**config.mk**
```make
export PLATFORM = sky130hd
export DESIGN_NAME = grid_cursor
export DESIGN_NICKNAME = d
export VERILOG_FILES = /design/src/rtl/grid_cursor.sv
export SDC_FILE = /design/constraint.sdc
export NUM_CORES = 1
export LEC_CHECK = 0
export ABC_CLOCK_PERIOD_IN_PS = 6400
export BUFFER_PORTS_ARGS = -buffer_cell sky130_fd_sc_hd__buf_2
export CORE_UTILIZATION = 45
export CTS_BUF_LIST = sky130_fd_sc_hd__clkbuf_4 sky130_fd_sc_hd__clkbuf_8
export DETAILED_ROUTE_END_ITERATION = 16
export GPL_ROUTABILITY_DRIVEN = 0
export PLACE_DENSITY = 0.68
export SLEW_MARGIN = 30
export SYNTH_ARGS = -nofsm -noshare
export SYNTH_HDL_FRONTEND = slang
export SYNTH_SLANG_ARGS = --single-unit
```
**constraint.sdc**
```tcl
create_clock -name Clock -period 6.4 [get_ports Clock]
set_input_delay 0.64 -clock Clock [delete_from_list [all_inputs] [get_ports Clock]]
set_output_delay 0.64 -clock Clock [all_outputs]
set_load 0.03 [all_outputs]
```
**src/rtl/grid_cursor.sv**
```systemverilog
// grid_cursor: debounced four-button cursor over a GRID_COLS x GRID_ROWS grid with a registered VGA hit test.
// Optional auto-repeat on held buttons is enabled by defining GRID_CURSOR_AUTOREPEAT_EN.
module grid_cursor #(
  parameter int H_RES           = 640,
  parameter int V_RES           = 480,
  parameter int GRID_COLS       = 7,
  parameter int GRID_ROWS       = 7,
  parameter int INIT_X          = 3,
  parameter int INIT_Y          = 4,
  parameter int DEBOUNCE_CYCLES = 16,
  parameter int WRAP            = 1,
  parameter logic [2:0] COLOR   = 3'b100,
`ifdef GRID_CURSOR_AUTOREPEAT_EN
  parameter int REPEAT_DELAY    = 8000,
  parameter int REPEAT_PERIOD   = 2000,
`endif
  localparam int XW = (GRID_COLS > 2) ? $clog2(GRID_COLS) : 1,
  localparam int YW = (GRID_ROWS > 2) ? $clog2(GRID_ROWS) : 1
) (
  input  logic          Clock,
  input  logic          Reset_n,
  input  logic          button_up,
  input  logic          button_down,
  input  logic          button_left,
  input  logic          button_right,
  input  logic [10:0]   iReadCol,
  input  logic [9:0]    iReadRow,
  output logic [2:0]    RGB_out,
  output logic          show_square,
  output logic [XW-1:0] cursor_x,
  output logic [YW-1:0] cursor_y,
  output logic          move_strobe
);

  localparam int CNTW = $clog2(DEBOUNCE_CYCLES + 1);
  localparam logic [CNTW-1:0] CNT_LAST = CNTW'(DEBOUNCE_CYCLES - 1);
  localparam logic [10:0] CW = 11'(H_RES / GRID_COLS);
  localparam logic [9:0]  CH = 10'(V_RES / GRID_ROWS);
  localparam logic [XW-1:0] X_LAST = XW'(GRID_COLS - 1);
  localparam logic [YW-1:0] Y_LAST = YW'(GRID_ROWS - 1);

  // Button order in every 4-bit vector: {right, left, down, up}
  logic [3:0]      btn_raw_s;
  logic [3:0]      sync1_r;
  logic [3:0]      sync2_r;
  logic [3:0]      level_r;
  logic [3:0]      level_d_r;
  logic [3:0]      press_s;
  logic [3:0]      event_s;
  logic [3:0]      event_r;
  logic [CNTW-1:0] db_cnt_r [4];

  logic [XW-1:0]   x_r;
  logic [YW-1:0]   y_r;
  logic [XW-1:0]   x_nxt_s;
  logic [YW-1:0]   y_nxt_s;
  logic            move_strobe_r;
  logic            show_square_r;
  logic            mv_left_s;
  logic            mv_right_s;
  logic            mv_up_s;
  logic            mv_down_s;
  logic [10:0]     col_lo_s;
  logic [10:0]     col_hi_s;
  logic [9:0]      row_lo_s;
  logic [9:0]      row_hi_s;
  logic            hit_s;

  assign btn_raw_s = {button_right, button_left, button_down, button_up};
  assign press_s   = level_r & ~level_d_r;

  // Synchronise, debounce and register the per-button move events
  always_ff @(posedge Clock or negedge Reset_n) begin
    if (!Reset_n) begin
      sync1_r   <= 4'b0000;
      sync2_r   <= 4'b0000;
      level_r   <= 4'b0000;
      level_d_r <= 4'b0000;
      event_r   <= 4'b0000;
      for (int i = 0; i < 4; i++) begin
        db_cnt_r[i] <= '0;
      end
    end else begin
      sync1_r   <= btn_raw_s;
      sync2_r   <= sync1_r;
      level_d_r <= level_r;
      event_r   <= event_s;
      for (int i = 0; i < 4; i++) begin
        // The count measures how long the synced sample has disagreed with the accepted level
        if (sync2_r[i] == level_r[i]) begin
          db_cnt_r[i] <= '0;
        end else if (db_cnt_r[i] == CNT_LAST) begin
          db_cnt_r[i] <= '0;
          level_r[i]  <= sync2_r[i];
        end else begin
          db_cnt_r[i] <= db_cnt_r[i] + 1'b1;
        end
      end
    end
  end

`ifdef GRID_CURSOR_AUTOREPEAT_EN
  localparam int RMAX = (REPEAT_DELAY > REPEAT_PERIOD) ? REPEAT_DELAY : REPEAT_PERIOD;
  localparam int RW   = $clog2(RMAX + 1);
  localparam logic [RW-1:0] R_DELAY  = RW'(REPEAT_DELAY);
  localparam logic [RW-1:0] R_PERIOD = RW'(REPEAT_PERIOD);

  logic [RW-1:0] rep_cnt_r [4];
  logic [3:0]    rep_armed_r;
  logic [3:0]    rep_fire_s;

  // A repeat fires once the held time since the last event reaches the delay, then the period
  always_comb begin
    rep_fire_s = 4'b0000;
    for (int i = 0; i < 4; i++) begin
      if (rep_armed_r[i]) begin
        rep_fire_s[i] = level_r[i] & ~press_s[i] & (rep_cnt_r[i] == R_PERIOD);
      end else begin
        rep_fire_s[i] = level_r[i] & ~press_s[i] & (rep_cnt_r[i] == R_DELAY);
      end
    end
  end

  // Per-button repeat timers, cleared whenever the debounced level is low
  always_ff @(posedge Clock or negedge Reset_n) begin
    if (!Reset_n) begin
      rep_armed_r <= 4'b0000;
      for (int i = 0; i < 4; i++) begin
        rep_cnt_r[i] <= '0;
      end
    end else begin
      for (int i = 0; i < 4; i++) begin
        if (!level_r[i]) begin
          rep_cnt_r[i]   <= '0;
          rep_armed_r[i] <= 1'b0;
        end else if (press_s[i]) begin
          rep_cnt_r[i]   <= RW'(1);
          rep_armed_r[i] <= 1'b0;
        end else if (rep_fire_s[i]) begin
          rep_cnt_r[i]   <= RW'(1);
          rep_armed_r[i] <= 1'b1;
        end else begin
          rep_cnt_r[i]   <= rep_cnt_r[i] + 1'b1;
        end
      end
    end
  end

  assign event_s = press_s | rep_fire_s;
`else
  assign event_s = press_s;
`endif

  assign mv_up_s    = event_r[0] & ~event_r[1];
  assign mv_down_s  = event_r[1] & ~event_r[0];
  assign mv_left_s  = event_r[2] & ~event_r[3];
  assign mv_right_s = event_r[3] & ~event_r[2];

  // Next cursor position with wrap or saturation at the grid edges
  always_comb begin
    x_nxt_s = x_r;
    y_nxt_s = y_r;
    if (mv_left_s) begin
      if (x_r == '0) begin
        x_nxt_s = (WRAP != 0) ? X_LAST : x_r;
      end else begin
        x_nxt_s = x_r - 1'b1;
      end
    end else if (mv_right_s) begin
      if (x_r == X_LAST) begin
        x_nxt_s = (WRAP != 0) ? '0 : x_r;
      end else begin
        x_nxt_s = x_r + 1'b1;
      end
    end else begin
      x_nxt_s = x_r;
    end
    if (mv_up_s) begin
      if (y_r == '0) begin
        y_nxt_s = (WRAP != 0) ? Y_LAST : y_r;
      end else begin
        y_nxt_s = y_r - 1'b1;
      end
    end else if (mv_down_s) begin
      if (y_r == Y_LAST) begin
        y_nxt_s = (WRAP != 0) ? '0 : y_r;
      end else begin
        y_nxt_s = y_r + 1'b1;
      end
    end else begin
      y_nxt_s = y_r;
    end
  end

  // Cell bounds of the current cursor; leftover pixels lie beyond the last cell and never hit
  assign col_lo_s = CW * 11'(x_r);
  assign col_hi_s = col_lo_s + CW;
  assign row_lo_s = CH * 10'(y_r);
  assign row_hi_s = row_lo_s + CH;
  assign hit_s    = (iReadCol >= col_lo_s) && (iReadCol < col_hi_s) &&
                    (iReadRow >= row_lo_s) && (iReadRow < row_hi_s);

  // Cursor state, move pulse and registered hit test
  always_ff @(posedge Clock or negedge Reset_n) begin
    if (!Reset_n) begin
      x_r           <= XW'(INIT_X);
      y_r           <= YW'(INIT_Y);
      move_strobe_r <= 1'b0;
      show_square_r <= 1'b0;
    end else begin
      x_r           <= x_nxt_s;
      y_r           <= y_nxt_s;
      move_strobe_r <= (x_nxt_s != x_r) || (y_nxt_s != y_r);
      show_square_r <= hit_s;
    end
  end

  assign RGB_out     = COLOR;
  assign show_square = show_square_r;
  assign move_strobe = move_strobe_r;
  assign cursor_x    = x_r;
  assign cursor_y    = y_r;

endmodule

```
Yosys cells after proc, flatten, opt, wreduce, memory -nomap -nowiden
Cells that the tools add are included.
{ "op_classes": {"mul": 2, "reduce_logical": 10, "n_bitwise": 14, "addsub": 10, "eq_ne": 12, "n_mux": 16, "n_lt_le_gt_ge": 4} }
{ "op_table": {"columns": ["operator", "count"], "rows": [
  ["$mux 5", 8],
  ["$mux 3", 8],
  ["$add 5x1->5 const B", 4],
  ["$eq 5x4->1 const B", 4],
  ["$add 10x7->11 const B", 1],
  ["$ge 11x10->1", 1],
  ["$lt 11x11->1", 1],
  ["$add 10x7->10 const B", 1],
  ["$ge 10x10->1", 1],
  ["$lt 10x10->1", 1],
  ["$mul 7x3->10 const A", 1],
  ["$mul 5x3->8 const A", 1],
  ["$not 1->1", 8],
  ["$reduce_and 2->1", 4],
  ["$add 3x1->3 const B", 2],
  ["$eq 3x3->1 const B", 2],
  ["$logic_not 3->1", 2],
  ["$ne 3x3->1", 2],
  ["$sub 3x1->3 const B", 2],
  ["$and 1x1->1", 4],
  ["$and 4x4->4", 1],
  ["$eq 1x1->1", 4],
  ["$not 4->4", 1],
  ["$logic_and 1x1->1", 3],
  ["$logic_or 1x1->1", 1]
]} }
{ "totals": {"register_bits": 48, "output_inout_bits": 11} }

Logic depth before layout (Yosys ltp)
Gate-level depths: netlist of the first run.
{ "logic_depth": {"word_depth": 6, "depth_mapped": 16, "mapped_depth_nobuf": 16} }

Least setup slack after synthesis of the first run
No wires, ideal clock.
{ "synth_path": {"kind": "reg-to-reg", "start": "register x_r[1], in the netlist cursor_x[1]", "end": "register show_square_r, in the netlist show_square", "period_less_slack_ns": 3.626, "path_stages_with_launch": 15, "required_ns": 6.299, "arrival_ns": 3.525, "slack_ns": 2.774, "cell_sequence": "dfstp_2 > ha_1 > ha_1 > inv_1 > fa_1 > or3b_1 > o21ai_2 > a21oi_1 > xor2_1 > xor2_1 > ha_1 > a211oi_1 > a21o_1 > a21oi_1 > nor4_1"} }
{ "synth_between": {"elab_chain_cells": 6} }
{ "synth_lines": {"columns": ["element", "line_no", "source"], "rows": [
  ["from (decl)", "53", "logic [XW-1:0] x_r;"],
  ["from (signal assigned)", "206", "x_r <= XW'(INIT_X);"],
  ["from (signal assigned)", "211", "x_r <= x_nxt_s;"],
  ["$mul 7x3->10 *", "196", "assign col_lo_s = CW * 11'(x_r);"],
  ["$add 10x7->11", "197", "assign col_hi_s = col_lo_s + CW;"],
  ["$lt 11x11->1", "200", "assign hit_s = (iReadCol >= col_lo_s) && (iReadCol < col_hi_s) &&"],
  ["$logic_and 1x1->1 * (2 in series)", "200", null],
  ["$logic_and 1x1->1 *", "201", "(iReadRow >= row_lo_s) && (iReadRow < row_hi_s);"],
  ["named net hit_s", "67", "logic hit_s;"],
  ["to (signal assigned)", "214", "show_square_r <= hit_s;"],
  ["to (decl)", "58", "logic show_square_r;"]
]} }
Mark *: on every way through the listed nets, which the timed path passes. The rest lies on a longest branch.
A chain may end at the register's enable or synchronous reset.

Worst setup path after layout of the first run
Same ends and word-level chain as after synthesis.

==> metrics.md, run 1 <==
| Metric | Value |
|---|---|
| CP Capture Type | register |
| CTS resizes | 0 |
| Total GRT Usage | between 10% and 20% |
| Mapped Area | 0.00346 mm2 |
| Cts bufs inserted | 5 |
| Reg2Reg Capture Point | show_square$_DFF_PN0_ |
| RSZ-0062 raised after global routing | no |
| Post-CTS Setup Inserts | 0 |
| Crit path cell chain | ha_1 -> ha_1 -> inv_1 -> fa_1 -> or3b_1 -> o21ai_2 -> a21oi_1 -> xor2_1 -> nand2_1 -> a32oi_1 -> ha_1 -> a211o_1 -> a221oi_1 -> o311ai_1 -> nor4_1 |
| Tmin final | around 4000 ps |
| Drt wl/cell | between 10 and 15 um |
| CP arrival | 4180 ps |
| Post-synth cell types | 58 |
| Skew final | 6.44 ps |
| Root Buffer | clkbuf_8 |
| M3 GR Usage | 2.71% |
| Drt first-iter violations | 55 |
| Area Overhead vs Synth | 9.25% |
| I/O pin total | 38 |
| Critical Path Start | cursor_x[1]$_DFF_PN1_ |
| Fin Hold WS | 341 ps |
| First-pass GRT wire length | 10.8 mm |
| Yosys reg bits | between 40 and 50 |
| Setup_tns | 0 ps |
| Most common cell in the netlist | ha_1 |
| Largest net degree at the start of global routing | 49 |
| H-tree depth | 2 |
| Final Cycle Share | 62.3% |
| Share of layout cells above drive strength 1 | 15.1% |
| Power per Cell Area | between 150 and 200 mW/mm2 |
| PortBufs | 34 |
| Met1 Track Usage GR | just over 20% |
| Worst vdd ir | 132 uV |
| CP delay by family, top | adder cells |
| Final hold violations | 0 |
| Grt total ovfl | 0 |
| Met2 usage | 27.2% |
| Slew headroom | 61.4% |
| Vias | 2497 |
| Synth Flop Type | dfrtp_1 |
| Final Max Tran Viols | 0 |
| Post-synth EDFFs | 0 |
| Routed wire length | between 5 and 6 mm |
| Fin util | between 50% and 60% |
| CP Buf/Inv Count | 1 |
| Die width | 89.7 um |
| Antenna cells | 0 |
| Worst skew pair latency | 290 ps |
| Crit start category | register |
| Seq/Total Area, Yosys | between 30% and 40% |
| Total Power | 0.614 mW |
| Number of antenna violations at the first check in global routing | 0 |
| CTS Sinks | 48 |
| CTS max path bufs | 2 |
| Critical Path Max Stage Delay | 750 ps |
| Synth cell count leaders | 51 x ha_1, 45 x dfrtp_1, 27 x nor2_1 |
| Vias in the first global route | 2506 |
| Die Footprint | about 0.0081 mm2 |
| Worst r2r path cells | 15 |
| Post-synth ARST share | 100% |
| Slowest CP cell | dfstp_2 |
| Crit-path most repeated cell | ha_1 |
| Reg clk slew, reported paths | approximately 90 ps |
| R2R Setup Slk | 2410 ps |
| Final setup viols | 0 |
| Site Rows | 31 |
| Synth area leaders | dfrtp_1 33%, ha_1 18%, xor2_1 5.8% |
| Worst EP required | 6600 ps |
| Dpl ws | around 2400 ps |
| Die Y | about 90 um |
| Reg-to-Reg Start | cursor_x[1]$_DFF_PN1_ |
| TritonCTS clock tree | done |
| CP Class | reg -> reg |
| Yosys top cell area share | roughly a third |
| 1st-pass router iterations | 4 |
| Fmax | 0.251 GHz |
| Yosys warns | 0 |
| Avg Cell Area, Syn | 9.76 um2 |
| Max Cap Viol | 0 |
| Status | finished clean |
| Placed wire-length estimate | 4.64 mm |
| Pleak | about 1.9 nW |
| Final worst setup slack | 2410 ps |
| Vias per cell | 5.16 |
| Post-route DRC | 0 |
| GRT busiest layer | met2 |
| CTS Hold Bufs | 0 |
| Measured slew at the worst slew-check pin | 579 ps |
| Hold WC Path Type | in -> async |
| Starting Density | 47.3% |
| Crit-path max FO | 18 |
| Post-DRT Antenna Nets | 0 |
| Largest area contributor in the netlist | dfrtp_1 |
| Final net count | 463 |
| Cells after Synth | about 360 |
| Core Box Area | 0.00733 mm2 |
[kinds of logic (layout without fill, tap and decap cells)]
kind of cell / Yosys count / in the layout / synth area share (%)
AOI/OAI and AO/OA: 84 / 84 / 16.5
xor gates and xnor gates: 34 / 34 / 9.03
adders and majority gates: 53 / 53 / 19.3
buffers and inverters: 33 / 61 / 4.37
DFF: 48 / 48 / 34.8
muxes: 8 / 8 / 2.85
other: 2 / 4 / 0.217
and+or+nand+nor: 93 / 93 / 12.9
[flip-flops by register name, indices dropped and copies added (netlist names)]
name / flops
show_square: 1
sync2_r: 4
move_strobe: 1
event_r: 4
cursor_x: 3
sync1_r: 4
db_cnt_r: 20
level_r: 4
level_d_r: 4
cursor_y: 3
[worst register-to-register path: cells and delay by family, from the launching register on]
| kind | cells | cell delay, ps |
|---|---|---|
| and+or+nand+nor | 3 | 700 |
| xor gates and xnor gates | 1 | 210 |
| AOI/OAI and AO/OA | 6 | 940 |
| DFF | 1 | 750 |
| buffers and inverters | 1 | 80 |
| adders and majority gates | 4 | 1230 |
[layout by cell type (no fill, tap or decap), types with 4 or more instances in the layout]
master	count
a211oi_1	4
conb_1	4
buf_2	33
mux2_2	5
and3_1	4
o211ai_1	4
a21oi_1	20
a21o_1	4
clkbuf_8	6
xnor2_1	9
nor2_1	27
nand3_1	10
and2_1	9
nor2b_1	10
inv_1	19
xor2_1	23
nand2b_1	4
nand2_1	23
o21ai_0	19
ha_1	51
dfrtp_1	45
[power breakdown]
part	switching [mW]	internal (mW)	total, mW
logic	0.0590	0.0441	0.103
clock network	0.0985	0.0884	0.187
registers	0.00965	0.315	0.324
total	0.167	0.447	0.614
[worst max path at each step]
stage,slack [ps],endpoint,cells after the start
global placement,2530,show_square$_DFF_PN0_,15
global route,2020,show_square$_DFF_PN0_,15
finish,2410,show_square$_DFF_PN0_,15
floorplan,2770,show_square$_DFF_PN0_,14
detailed placement,2370,show_square$_DFF_PN0_,15
CTS,2380,show_square$_DFF_PN0_,15
[layout make-up]
class                   instances  area (um2)
well taps                      99         124
inverters                      19        71.3
clock buffers                   6        82.6
clock inverters                 2        13.8
fillers                       711        3550
multi-input cells             276        2120
flip-flops and latches         48        1200
repair buffers                 34         173
[metrics by stage]
step,cell area (um2),cells
after floorplan,3470,357
after global routing,3780,484
after global placement,3690,476
final,3780,484
after detailed placement,3690,476
after CTS,3780,484
[layer usage]
metal	vias to the layer above	wire [um]
met5	-	0
met4	0	39
met3	4	165
met2	38	2760
met1	1153	2940
li1	1302	-
No activity file was read; power rests on OpenSTA's default activity.
==> run 2: changes to the inputs <==
Settings changed: ABC_CLOCK_PERIOD_IN_PS 6400 to 4100.
Clock period 6.4 ns to 4.1 ns, I/O delays scaled along.
==> metrics.md, run 2 (synthesis results as in run 1) <==
| Metric | Value |
|---|---|
| Status | finished clean (unchanged) |
| RSZ-0062 raised after global routing | no (unchanged) |
| Fin util | 52.7% (was 51.6%) |
| Area Overhead vs Synth | 11.5% (was 9.25%) |
| I/O pin total | 38 (unchanged) |
| H-tree depth | 2 (unchanged) |
| Most frequent cells in the layout | 48 x ha_1, 45 x dfrtp_1, 33 x buf_2, 27 x nor2_1 (was 51 x ha_1, 45 x dfrtp_1, 33 x buf_2, 27 x nor2_1) |
| Fmax | 0.271 GHz (was 0.251 GHz) |
| Post-route DRC | 0 (unchanged) |
| Antenna cells | 0 (unchanged) |
| PortBufs | 34 (unchanged) |
| Slew headroom | 60.4% (was 61.4%) |
| Worst EP required | 4300 ps (was 6600 ps) |
| Share of layout cells above drive strength 1 | 17.4% (was 15.1%) |
| Grt total ovfl | 0 (unchanged) |
| Die Footprint | 0.00805 mm2 (unchanged) |
| CP arrival | 3890 ps (was 4180 ps) |
| Cts bufs inserted | 5 (unchanged) |
| Starting Density | 47.3% (unchanged) |
| CP Class | reg -> reg (unchanged) |
| Vias in the first global route | 2478 (was 2506) |
| Final Max Tran Viols | 0 (unchanged) |
| Final Cycle Share | 90.0% (was 62.3%) |
| Final net count | 468 (was 463) |
| Vias per cell | 5.24 (was 5.16) |
| Total GRT Usage | 16.0% (was 15.8%) |
| Worst vdd ir | 228 uV (was 132 uV) |
| Power per Cell Area | 265 mW/mm2 (was 162 mW/mm2) |
| TritonCTS clock tree | done (unchanged) |
| Largest net degree at the start of global routing | 49 (unchanged) |
| Root Buffer | clkbuf_8 (unchanged) |
| 1st-pass router iterations | 4 (unchanged) |
| Dpl ws | 226 ps (was 2370 ps) |
| Hold WC Path Type | in -> async (unchanged) |
| Crit-path max FO | 8 (was 18) |
| Final hold violations | 0 (unchanged) |
| Site Rows | 31 (unchanged) |
| Post-DRT Antenna Nets | 0 (unchanged) |
| Setup_tns | 0 ps (unchanged) |
| Max reg flops | 20 (unchanged) |
| Core Box Area | 0.00733 mm2 (unchanged) |
| CTS Hold Bufs | 0 (unchanged) |
| Measured slew at the worst slew-check pin | 595 ps (was 579 ps) |
| Routed wire length | 6.20 mm (was 5.91 mm) |
| Final setup viols | 0 (unchanged) |
| First-pass GRT wire length | 10.7 mm (was 10.8 mm) |
| Number of antenna violations at the first check in global routing | 0 (unchanged) |
| Multi-input logic area | 0.00213 mm2 (was 0.00212 mm2) |
| Placed wire-length estimate | 4.77 mm (was 4.64 mm) |
| Tmin final | 3690 ps (was 3990 ps) |
| Pleak | 1.91 nW (was 1.88 nW) |
| Worst skew pair latency | 290 ps (about the same) |
| CTS max path bufs | 2 (unchanged) |
| Most common cell after layout, fill and taps aside | ha_1 (unchanged) |
| Reg clk slew, reported paths | 90 ps (about the same) |
| Total Power | 1.03 mW (was 0.614 mW) |
| Die Y | 89.7 um (unchanged) |
| Final worst setup slack | 412 ps (was 2410 ps) |
| Skew final | 3.39 ps (was 6.44 ps) |
| CTS Sinks | 48 (unchanged) |
| Max Cap Viol | 0 (unchanged) |
| Drt first-iter violations | 153 (was 55) |
| Biggest register | db_cnt_r (unchanged) |
| Number of fill cells | 665 (was 711) |
| Crit start category | register (unchanged) |
| Vias | 2561 (was 2497) |
| FF+latch area | 0.00120 mm2 (unchanged) |
| Drt wl/cell | 12.7 um (was 12.2 um) |
| Die width | 89.7 um (unchanged) |
| CP Capture Type | register (unchanged) |
run 2: cell types whose count changed in the layout (fill, tap and decap cells not counted), sizes merged:
cell / previous run / this run
inv: 20 / 19
bufinv: 0 / 1
buf: 34 / 39
run 2: path summary, 6_finish.rpt:
| path | from | endpoint | slack (ps) | cells past startpoint |
|---|---|---|---|---|
| worst max-delay path | cursor_x[0]$_DFF_PN1_ | show_square$_DFF_PN0_ | 410 | 15 |
| worst min-delay path | Reset_n | db_cnt_r[5]$_DFF_PN0_ | 100 | 1 |
| worst max register to register | cursor_x[0]$_DFF_PN1_ | show_square$_DFF_PN0_ | 410 | 15 |
| worst min register to register | sync1_r[0]$_DFF_PN0_ | sync2_r[0]$_DFF_PN0_ | 350 | 0 |
| max in group asynchronous | Reset_n | db_cnt_r[0]$_DFF_PN0_ | 3580 | 1 |
| min in group Clock | button_up | sync1_r[0]$_DFF_PN0_ | 210 | 1 |
run 2: worst max-delay path: stages, from the launching register on:
cell and delay (ps):
dfstp_2 620, ha_2 230, ha_2 240, inv_1 70, fa_2 380, or3b_1 390
o21ai_2 80, a21oi_1 100, xor2_1 200, nand2_1 130, a32oi_1 130, ha_1 210
a211o_1 260, a221oi_2 180, o311ai_1 130, nor4_1 250
run 2: cell type report:
type	instances	area share, %
clock buffers	6	2.14
clock inverters	2	1.00
inverters	19	1.85
multi-input cells	276	55.2
flip-flops and latches	48	31.2
well taps	99	3.21
repair buffers	39	5.44
run 2: metrics by stage:
stage	hold slack, ps	cell area [um2]	cells
final	102	3860	489
after global routing	155	3860	489
after CTS	135	3820	486
after detailed placement	335	3700	478
after global placement	332	3700	478
after floorplan	114	3470	357
run 2: timing repair:
action	4_1_cts	5_1_grt
buffers inserted	0	3
hold endpoints to repair	0	0
setup endpoints to repair	0	1
gates resized for setup	0	5
run 2: per-layer routing:
layer / vias up / GRT usage [%] / wire [um]
li1: 1310 / - / -
met1: 1213 / 20.4 / 3010
met2: 36 / 27.9 / 3010
met3: 2 / 3.13 / 159
met4: 0 / 3.42 / 25
met5: - / 0 / 0
run 2: report_power, final:
part / internal, mW / leakage (nW) / switching [mW]
Sequential: 0.491 / 0.630 / 0.0125
Clock: 0.199 / 0.0614 / 0.154
Combinational: 0.0723 / 1.22 / 0.0963
